## config.mk

```make
export PLATFORM = sky130hd
export DESIGN_NAME = uart_rx_ctrl
export DESIGN_NICKNAME = d
export VERILOG_FILES = /design/src/rtl/uart_rx_ctrl.sv
export SDC_FILE = /design/constraint.sdc
export NUM_CORES = 1
export LEC_CHECK = 0
export BUFFER_PORTS_ARGS = -buffer_cell sky130_fd_sc_hd__buf_2
export CAP_MARGIN = 40
export CORE_ASPECT_RATIO = 0.8
export CORE_MARGIN = 10
export CORE_UTILIZATION = 55
export CTS_BUF_LIST = sky130_fd_sc_hd__clkbuf_4 sky130_fd_sc_hd__clkbuf_8
export DETAILED_ROUTE_END_ITERATION = 7
export PLACE_DENSITY = 0.74
export SYNTH_ARGS = -nofsm -noshare
export SYNTH_HDL_FRONTEND = slang
export SYNTH_SLANG_ARGS = --single-unit
export TNS_END_PERCENT = 10
```

## constraint.sdc

```tcl
create_clock -name clk -period 4.1 [get_ports clk]
set_input_delay 0.615 -clock clk [delete_from_list [all_inputs] [get_ports clk]]
set_output_delay 0.615 -clock clk [all_outputs]
set_load 0.005 [all_outputs]
```

## src/rtl/uart_rx_ctrl.sv

```systemverilog
// Receive-side controller: qualifies each received byte over a stop-bit window,
// commits clean frames to a FWFT FIFO, and tracks errors, overrun and line idle.
//
// state   | meaning
// --------+----------------------------------------------------------------
// WAIT    | no byte in flight; waiting for an rxDone rise
// CAPTURE | one cycle: latch rxData, load qualification timer, arm idle
// PEND    | byte held pending; commit on timer expiry or next rise, drop on rxErr
module uart_rx_ctrl #(
    parameter int Oversample  = 16,
    parameter int Depth       = 8,
    parameter int ErrWidth    = 8,
    parameter int IdleTimeout = 160
) (
    input  logic                       clk,
    input  logic                       nReset,
    input  logic [7:0]                 rxData,
    input  logic                       rxDone,
    input  logic                       rxErr,
    input  logic                       clear,
    output logic [7:0]                 outData,
    output logic                       outValid,
    input  logic                       outReady,
    output logic [$clog2(Depth):0]     count,
    output logic                       overrun,
    output logic [ErrWidth-1:0]        errCount,
    output logic                       idle
);

    localparam int PtrW  = $clog2(Depth);
    localparam int CntW  = PtrW + 1;
    localparam int TmrW  = (Oversample > 1) ? $clog2(Oversample) : 1;
    localparam int IdleW = $clog2(IdleTimeout);

    localparam logic [TmrW-1:0]  TmrLoad  = TmrW'(Oversample - 1);
    localparam logic [IdleW-1:0] IdleLast = IdleW'(IdleTimeout - 1);
    localparam logic [CntW-1:0]  CntFull  = CntW'(Depth);

    typedef enum logic [1:0] {
        S_WAIT    = 2'd0,
        S_CAPTURE = 2'd1,
        S_PEND    = 2'd2
    } state_t;

    state_t            state, state_next;
    logic [TmrW-1:0]   timer, timer_next;
    logic [7:0]        pending;
    logic              rx_done_q;
    logic              rx_rise;
    logic              capture;
    logic              commit;

    logic [7:0]        mem [Depth];
    logic [PtrW-1:0]   rd_ptr, wr_ptr;
    logic              push, pop, drop;
    logic [CntW-1:0]   count_next;
    logic [7:0]        out_data_next;

    logic              idle_armed;
    logic [IdleW-1:0]  idle_cnt;

    assign rx_rise = rxDone & ~rx_done_q;

    always_ff @(posedge clk or negedge nReset) begin
        if (!nReset) begin
            rx_done_q <= 1'b0;
        end else begin
            rx_done_q <= rxDone;
        end
    end

    always_ff @(posedge clk or negedge nReset) begin
        if (!nReset) begin
            state <= S_WAIT;
            timer <= '0;
        end else begin
            state <= state_next;
            timer <= timer_next;
        end
    end

    always_comb begin
        state_next = state;
        timer_next = timer;
        capture    = 1'b0;
        commit     = 1'b0;
        case (state)
            S_WAIT: begin
                if (rx_rise) state_next = S_CAPTURE;
            end
            S_CAPTURE: begin
                capture    = 1'b1;
                timer_next = TmrLoad;
                state_next = S_PEND;
            end
            S_PEND: begin
                timer_next = timer - TmrW'(1);
                // rxErr wins over any commit in the same cycle
                if (rxErr) begin
                    state_next = S_WAIT;
                end else if (timer == '0) begin
                    commit     = 1'b1;
                    state_next = S_WAIT;
                end else if (rx_rise) begin
                    commit     = 1'b1;
                    state_next = S_CAPTURE;
                end
            end
            default: state_next = S_WAIT;
        endcase
        if (clear) begin
            state_next = S_WAIT;
            timer_next = '0;
            capture    = 1'b0;
            commit     = 1'b0;
        end
    end

    always_ff @(posedge clk or negedge nReset) begin
        if (!nReset) begin
            pending <= '0;
        end else if (capture) begin
            pending <= rxData;
        end
    end

    assign pop  = outValid & outReady & ~clear;
    assign push = commit & ((count != CntFull) | pop);
    assign drop = commit & ~push;

    always_comb begin
        count_next = count;
        case ({push, pop})
            2'b10:   count_next = count + CntW'(1);
            2'b01:   count_next = count - CntW'(1);
            default: count_next = count;
        endcase
    end

    // Head register: when the popped entry was the last one, a same-cycle push
    // becomes the new head directly since it is not yet in the array.
    always_comb begin
        out_data_next = outData;
        if (pop) begin
            if (push && count == CntW'(1)) out_data_next = pending;
            else                           out_data_next = mem[rd_ptr + PtrW'(1)];
        end else if (push && count == '0) begin
            out_data_next = pending;
        end
    end

    always_ff @(posedge clk) begin
        if (push) mem[wr_ptr] <= pending;
    end

    always_ff @(posedge clk or negedge nReset) begin
        if (!nReset) begin
            rd_ptr   <= '0;
            wr_ptr   <= '0;
            count    <= '0;
            outValid <= 1'b0;
            outData  <= '0;
            overrun  <= 1'b0;
        end else if (clear) begin
            rd_ptr   <= '0;
            wr_ptr   <= '0;
            count    <= '0;
            outValid <= 1'b0;
            overrun  <= 1'b0;
        end else begin
            if (push) wr_ptr <= wr_ptr + PtrW'(1);
            if (pop)  rd_ptr <= rd_ptr + PtrW'(1);
            if (drop) overrun <= 1'b1;
            count    <= count_next;
            outValid <= (count_next != '0);
            outData  <= out_data_next;
        end
    end

    always_ff @(posedge clk or negedge nReset) begin
        if (!nReset) begin
            errCount <= '0;
        end else if (clear) begin
            errCount <= '0;
        end else if (rxErr && errCount != '1) begin
            errCount <= errCount + ErrWidth'(1);
        end
    end

    always_ff @(posedge clk or negedge nReset) begin
        if (!nReset) begin
            idle_armed <= 1'b0;
            idle_cnt   <= '0;
            idle       <= 1'b0;
        end else if (clear) begin
            idle_armed <= 1'b0;
            idle_cnt   <= '0;
            idle       <= 1'b0;
        end else if (capture) begin
            idle_armed <= 1'b1;
            idle_cnt   <= '0;
            idle       <= 1'b0;
        end else if (idle_armed) begin
            if (idle_cnt == IdleLast) begin
                idle_armed <= 1'b0;
                idle_cnt   <= '0;
                idle       <= 1'b1;
            end else begin
                idle_cnt   <= idle_cnt + IdleW'(1);
                idle       <= 1'b0;
            end
        end else begin
            idle <= 1'b0;
        end
    end

endmodule
```

======== After elaboration in Yosys (flattened, before gate mapping) ========
Memory sizes are Yosys's and may differ from the RTL's.
Index checks and enable logic that the tools add are counted.
storage, ports and cells
  flip-flop bits (word level) ............. 53
  bits in latches ......................... 0
  bits in writable memories ............... 64
  ROM bits ................................ 0
  input port bits ......................... 14
  logic and storage cells ................. 96
  memories kept ........................... 1
memories
  memory  depth  bits a word  rd ports  clocked after Yosys merged registers in  write ports  line  source
  mem     8      8            1         0                                        1            53    logic [7:0] mem [Depth];
cells by class
  $add $sub $neg .......................... 7
  multipliers ............................. 0
  div/mod/pow operators ................... 0
  order comparisons ....................... 0
  equal/unequal tests ..................... 8
  shifts and indexed selects .............. 0
  mux-type cells .......................... 42
  bitwise gates (word level) .............. 9
  reductions and logical operators ........ 15
operators with widths
  cell                   number
  $mux W8                9
  $mux W1                20
  $add A8 B1 Y8 const B  2
  $pmux W4 S2            2
  $mux W3                4
  $reduce_bool A2 Y1     5
  $eq A8 B8 Y1 const B   1
  $logic_not A4 Y1       2
  $mux W2                4
  $mux W4                2
  $ne A8 B8 Y1 const B   1
  $sub A4 B1 Y4 const B  2
  $add A3 B1 Y3 const B  2
  $pmux W2 S3            1
  $reduce_bool A3 Y1     2
  $and A1 B1 Y1          5
  $add A4 B1 Y4 const B  1
  $eq A2 B1 Y1 const B   2
  $eq A2 B2 Y1 const B   2
  $eq A4 B1 Y1 const B   1
  $ne A4 B4 Y1 const B   1
  $reduce_bool A4 Y1     1
  $logic_and A1 B1 Y1    3
  $not A1 Y1             3
  other kinds (3)        3

======== Depth between registers and ports, before layout ========
  word-level depth ........................ 12
  depth in mapped cells ................... 7
  gate-level depth less buffers ........... 7

======== Worst setup path after synthesis ========
No wires, ideal clock.
  kind .................................... input to register
  start ................................... in rxErr
  end ..................................... mem mem[1][0] (enable)
  library setup time ...................... 383 ps
  data arrival time ....................... 2,265 ps
  required time ........................... 3,717 ps
  setup slack ............................. 1,452 ps
  stages .................................. 5
  path through ............................ or4b_4 -> a21o_4 -> nor2_1 -> nand2_1 -> nor3_1
between the ends
  word-level cells in the longest chain between the ends .. 6
ends and longest elaborated chain
  item                           line  source
  start, declared                19    input logic rxErr,
  $mux W1                        99    if (rxErr) begin
  $mux W1                        87    case (state)
  $mux W1                        111   if (clear) begin
  $and A1 B1 Y1                  128   assign push = commit & ((count != CntFull) | pop);
  $mux W1                        153   if (push) mem[wr_ptr] <= pending;
  $mux W1 (not written as such)  153
  end, declared                  53
No other way between the ends.

======== Worst setup path in the final report ========
  start ................................... reg timer[0]
  end ..................................... mem mem[0][5] (enable)
between the ends
  word-level cells in the longest chain between the ends .. 8
ends and longest elaborated chain
  item                           line  source
  start, declared                46    logic [TmrW-1:0] timer, timer_next;
  start signal, assigned         78    timer <= timer_next;
  $logic_not A4 Y1               101   end else if (timer == '0) begin
  $mux W1                        101
  $mux W1                        99
  $mux W1                        87
  $mux W1                        111
  $and A1 B1 Y1                  128
  $mux W1                        153
  $mux W1 (not written as such)  153
No other way between the ends.

==> impl_results.md <==
* Status: complete, no violations
* Number of clock sinks at 117
* Post CTS Setup Buffer Count at 0
* Average wire per standard cell at 18.70 um
* Actual transition at the worst max-transition pin at 0.8975 ns
* Multi-input gate area at 0.001798 mm^2
* Power Total at 2.884 mW
* GPL Wtd Cong at 0.8817
* Critical path, cell by cell: inv_1 > ha_1 > or3b_1 > a21o_4 > or3_4 > nor3_2
* CP max FO at 8
* FF/Latch Area at 0.003248 mm^2
* Synth Cell Area at 0.005121 mm^2
* Die area at 0.01359 mm^2
* GRT Total Usage at 15.43%
* Crit end category: flip-flop
* Bufs on Longest Clock Path at 2
* Synth area leader: edfxtp_1
* Leak at 2.160 nW
* Hold WC Path Type: input port to async pin
* RSZ-0062 raised after global routing: no
* Peak supply drop at 417.2 uV
* Antenna viol nets, final at 0
* Clk Latency, worst-skew pair at 0.43 ns
* Required time worst endpoint at 4.16 ns
* Fmax at 366.1 MHz
* Via count at 3,178
* Post-synth EDFFs at 64
* Initial antenna violation count at 0
* TritonRoute pass-1 iters at 5
* Nets at 435
* Share of cells above drive strength 1 at 23.71%
* Area Growth Syn to Fin at 13.24%
* Share of flip-flops with an asynchronous set or reset at 45.30%
* Period minus WS final at 2.732 ns
* Final setup violation count at 0
* Max incr delay on CP at 0.55 ns
* I/O pin count at 37
* Vias in the first global route at 3,175
* Max Cap Viol at 0
* DRC errors left at 0
* Top-count cell post-synth: edfxtp_1
* Clock root buffer: clkbuf_8
* Register bit count reported by yosys at 117
* Pwr Density at 497.2 mW/mm^2
* Clock Skew at 0.01412 ns
* Cell family with most CP delay: simple AND/OR/NAND/NOR gates
* GR Util met1 at 21.38%
* Final Cycle Share at 66.63%
* GRT overflow at 0
* Initial DRC count at 277
* H-tree levels at 4
* Met3 GRT Util at 5.313%
* Drt total wl at 10,120 um
* Die height at 106.3 um
* Crit path buf inv count at 1
* DP HPWL at 6914 um
* Cell variety after synth at 53
* CTS tree: built
* Syn avg cell area at 14.03 um^2
* Slew headroom at 39.89%
* Main area contributors after synthesis: edfxtp_1, dfrtp_1, mux4_2, nor2_1, mux2i_1
* Fin. Hold Viols at 0
* Clk pin slew, worst setup/hold paths at 0.07 ns
* CP Class: flip-flop to flip-flop
* Area share of the largest cell type after synthesis at 37.53%
* Fillers at 671
* Starting Density at 56.42%
* Met2 Resource Use GR at 21.94%
* Busiest grt layer: met2
* Worst path slowest cell: nor3_2
* Largest net degree at the start of global routing at 54
* Top_reg_cell synth: edfxtp_1
* Die width at 127.9 um
* Antenna Cells at 0
* Final setup TNS at 0 ns
* Post-CTS Hold Buffers at 0
* First-pass GRT wire length at 16,420 um
* Syn Nets at 387
* TritonCTS Buffers at 17
* Critical Path AT at 2.79 ns
* Max-slew violations at 0
* Synthesized instance count at 365
* Post-CTS Resized at 0
* Vias per inst at 5.874
* Most frequent cells after synthesis: edfxtp_1, dfrtp_1, nor2_1
* Row Count at 31
* Core region area at 0.009076 mm^2
* Sequential-to-total area share from yosys stat at 63.43%
* Startpoint Class: flip-flop
* Synth warn at 0
* Number of port buffers at 36
## cell usage in the layout (no fill, tap or decap), types with 8 or more instances in the layout
master,n
a22oi_1,9
buf_2,36
clkbuf_8,18
dfrtp_1,53
edfxtp_1,64
ha_1,8
mux2_2,8
mux2i_1,12
mux4_2,16
nand2_1,21
nand2b_1,9
nand3_1,8
nor2_1,35
o21ai_0,22
## power breakdown
part           switching, mW  total (mW)  internal (mW)
Sequential             0.115        1.48           1.36
Combinational          0.209       0.413          0.205
Clock                  0.485       0.993          0.507
## kinds of logic (layout without fill, tap and decap cells)
kind of cell / count (synthesis) / in the layout / synth area share [%]
and+or+nand+nor: 107 / 107 / 10.80
muxes: 36 / 36 / 11.14
AOI/OAI and AO/OA: 66 / 66 / 8.820
adders and majority gates: 8 / 8 / 1.955
xor gates and xnor gates: 14 / 14 / 2.394
buffers and inverters: 17 / 78 / 1.466
DFF: 117 / 117 / 63.43
## worst register-to-register path: stages, from the launching register on
cell and delay [ns]:
dfrtp_1 0.42, inv_1 0.07, ha_1 0.20, or3b_1 0.43, a21o_4 0.28, or3_4 0.41, nor3_2 0.55
## sequential cells by signal, summed over array words and instances (netlist names), 2 cells and up
register,count
rd_ptr,3
wr_ptr,3
count,4
outData,8
pending,8
mem,64
timer,4
idle_cnt,8
state,2
errCount,8
## layout make-up
type                    count  area share (%)
flip-flops and latches    117           56.01
inverters                   6          0.3883
clock inverters            13           2.093
clock buffers              19           4.401
multi-input cells         231           31.00
well taps                 115           2.481
repair buffers             40           3.625
## per-stage QoR
stage / utilization [%] / hold WS (ns) / cell area, um^2 / setup slack (ns) / std cells
finish: 63.90 / 0.3016 / 5799 / 1.368 / 541
global route: 63.90 / 0.3124 / 5799 / 1.211 / 541
CTS: 63.90 / 0.3051 / 5799 / 1.333 / 541
detailed placement: 59.75 / 0.5006 / 5423 / 1.024 / 509
global placement: 59.66 / 0.4929 / 5415 / 1.115 / 508
floorplan: - / 0.3194 / 5121 / 1.452 / 365
## per-layer routing
| layer | share of wire (%) | wire length, um | vias up |
|---|---|---|---|
| met2 | 45 | 4520 | 83 |
| li1 | - | - | 1486 |
| met1 | 48 | 4877 | 1597 |
| met3 | 6.1 | 618 | 12 |
| met4 | 0.97 | 98 | 0 |
| met5 | 0 | 0 | - |
## path summary, 6_finish.rpt
check,from,depth (start not counted),to,slack (ns)
min in group clk,rxDone,1,rx_done_q,0.32
setup reg to reg,timer[0],6,mem[0][5],1.37
hold / removal,nReset,2,errCount[6],0.30
setup / recovery,timer[0],6,mem[0][5],1.37
hold reg to reg,outData[6],2,outData[6],0.51
max in group asynchronous,nReset,2,idle,3.32
No activity file was read; power rests on OpenSTA's default activity.
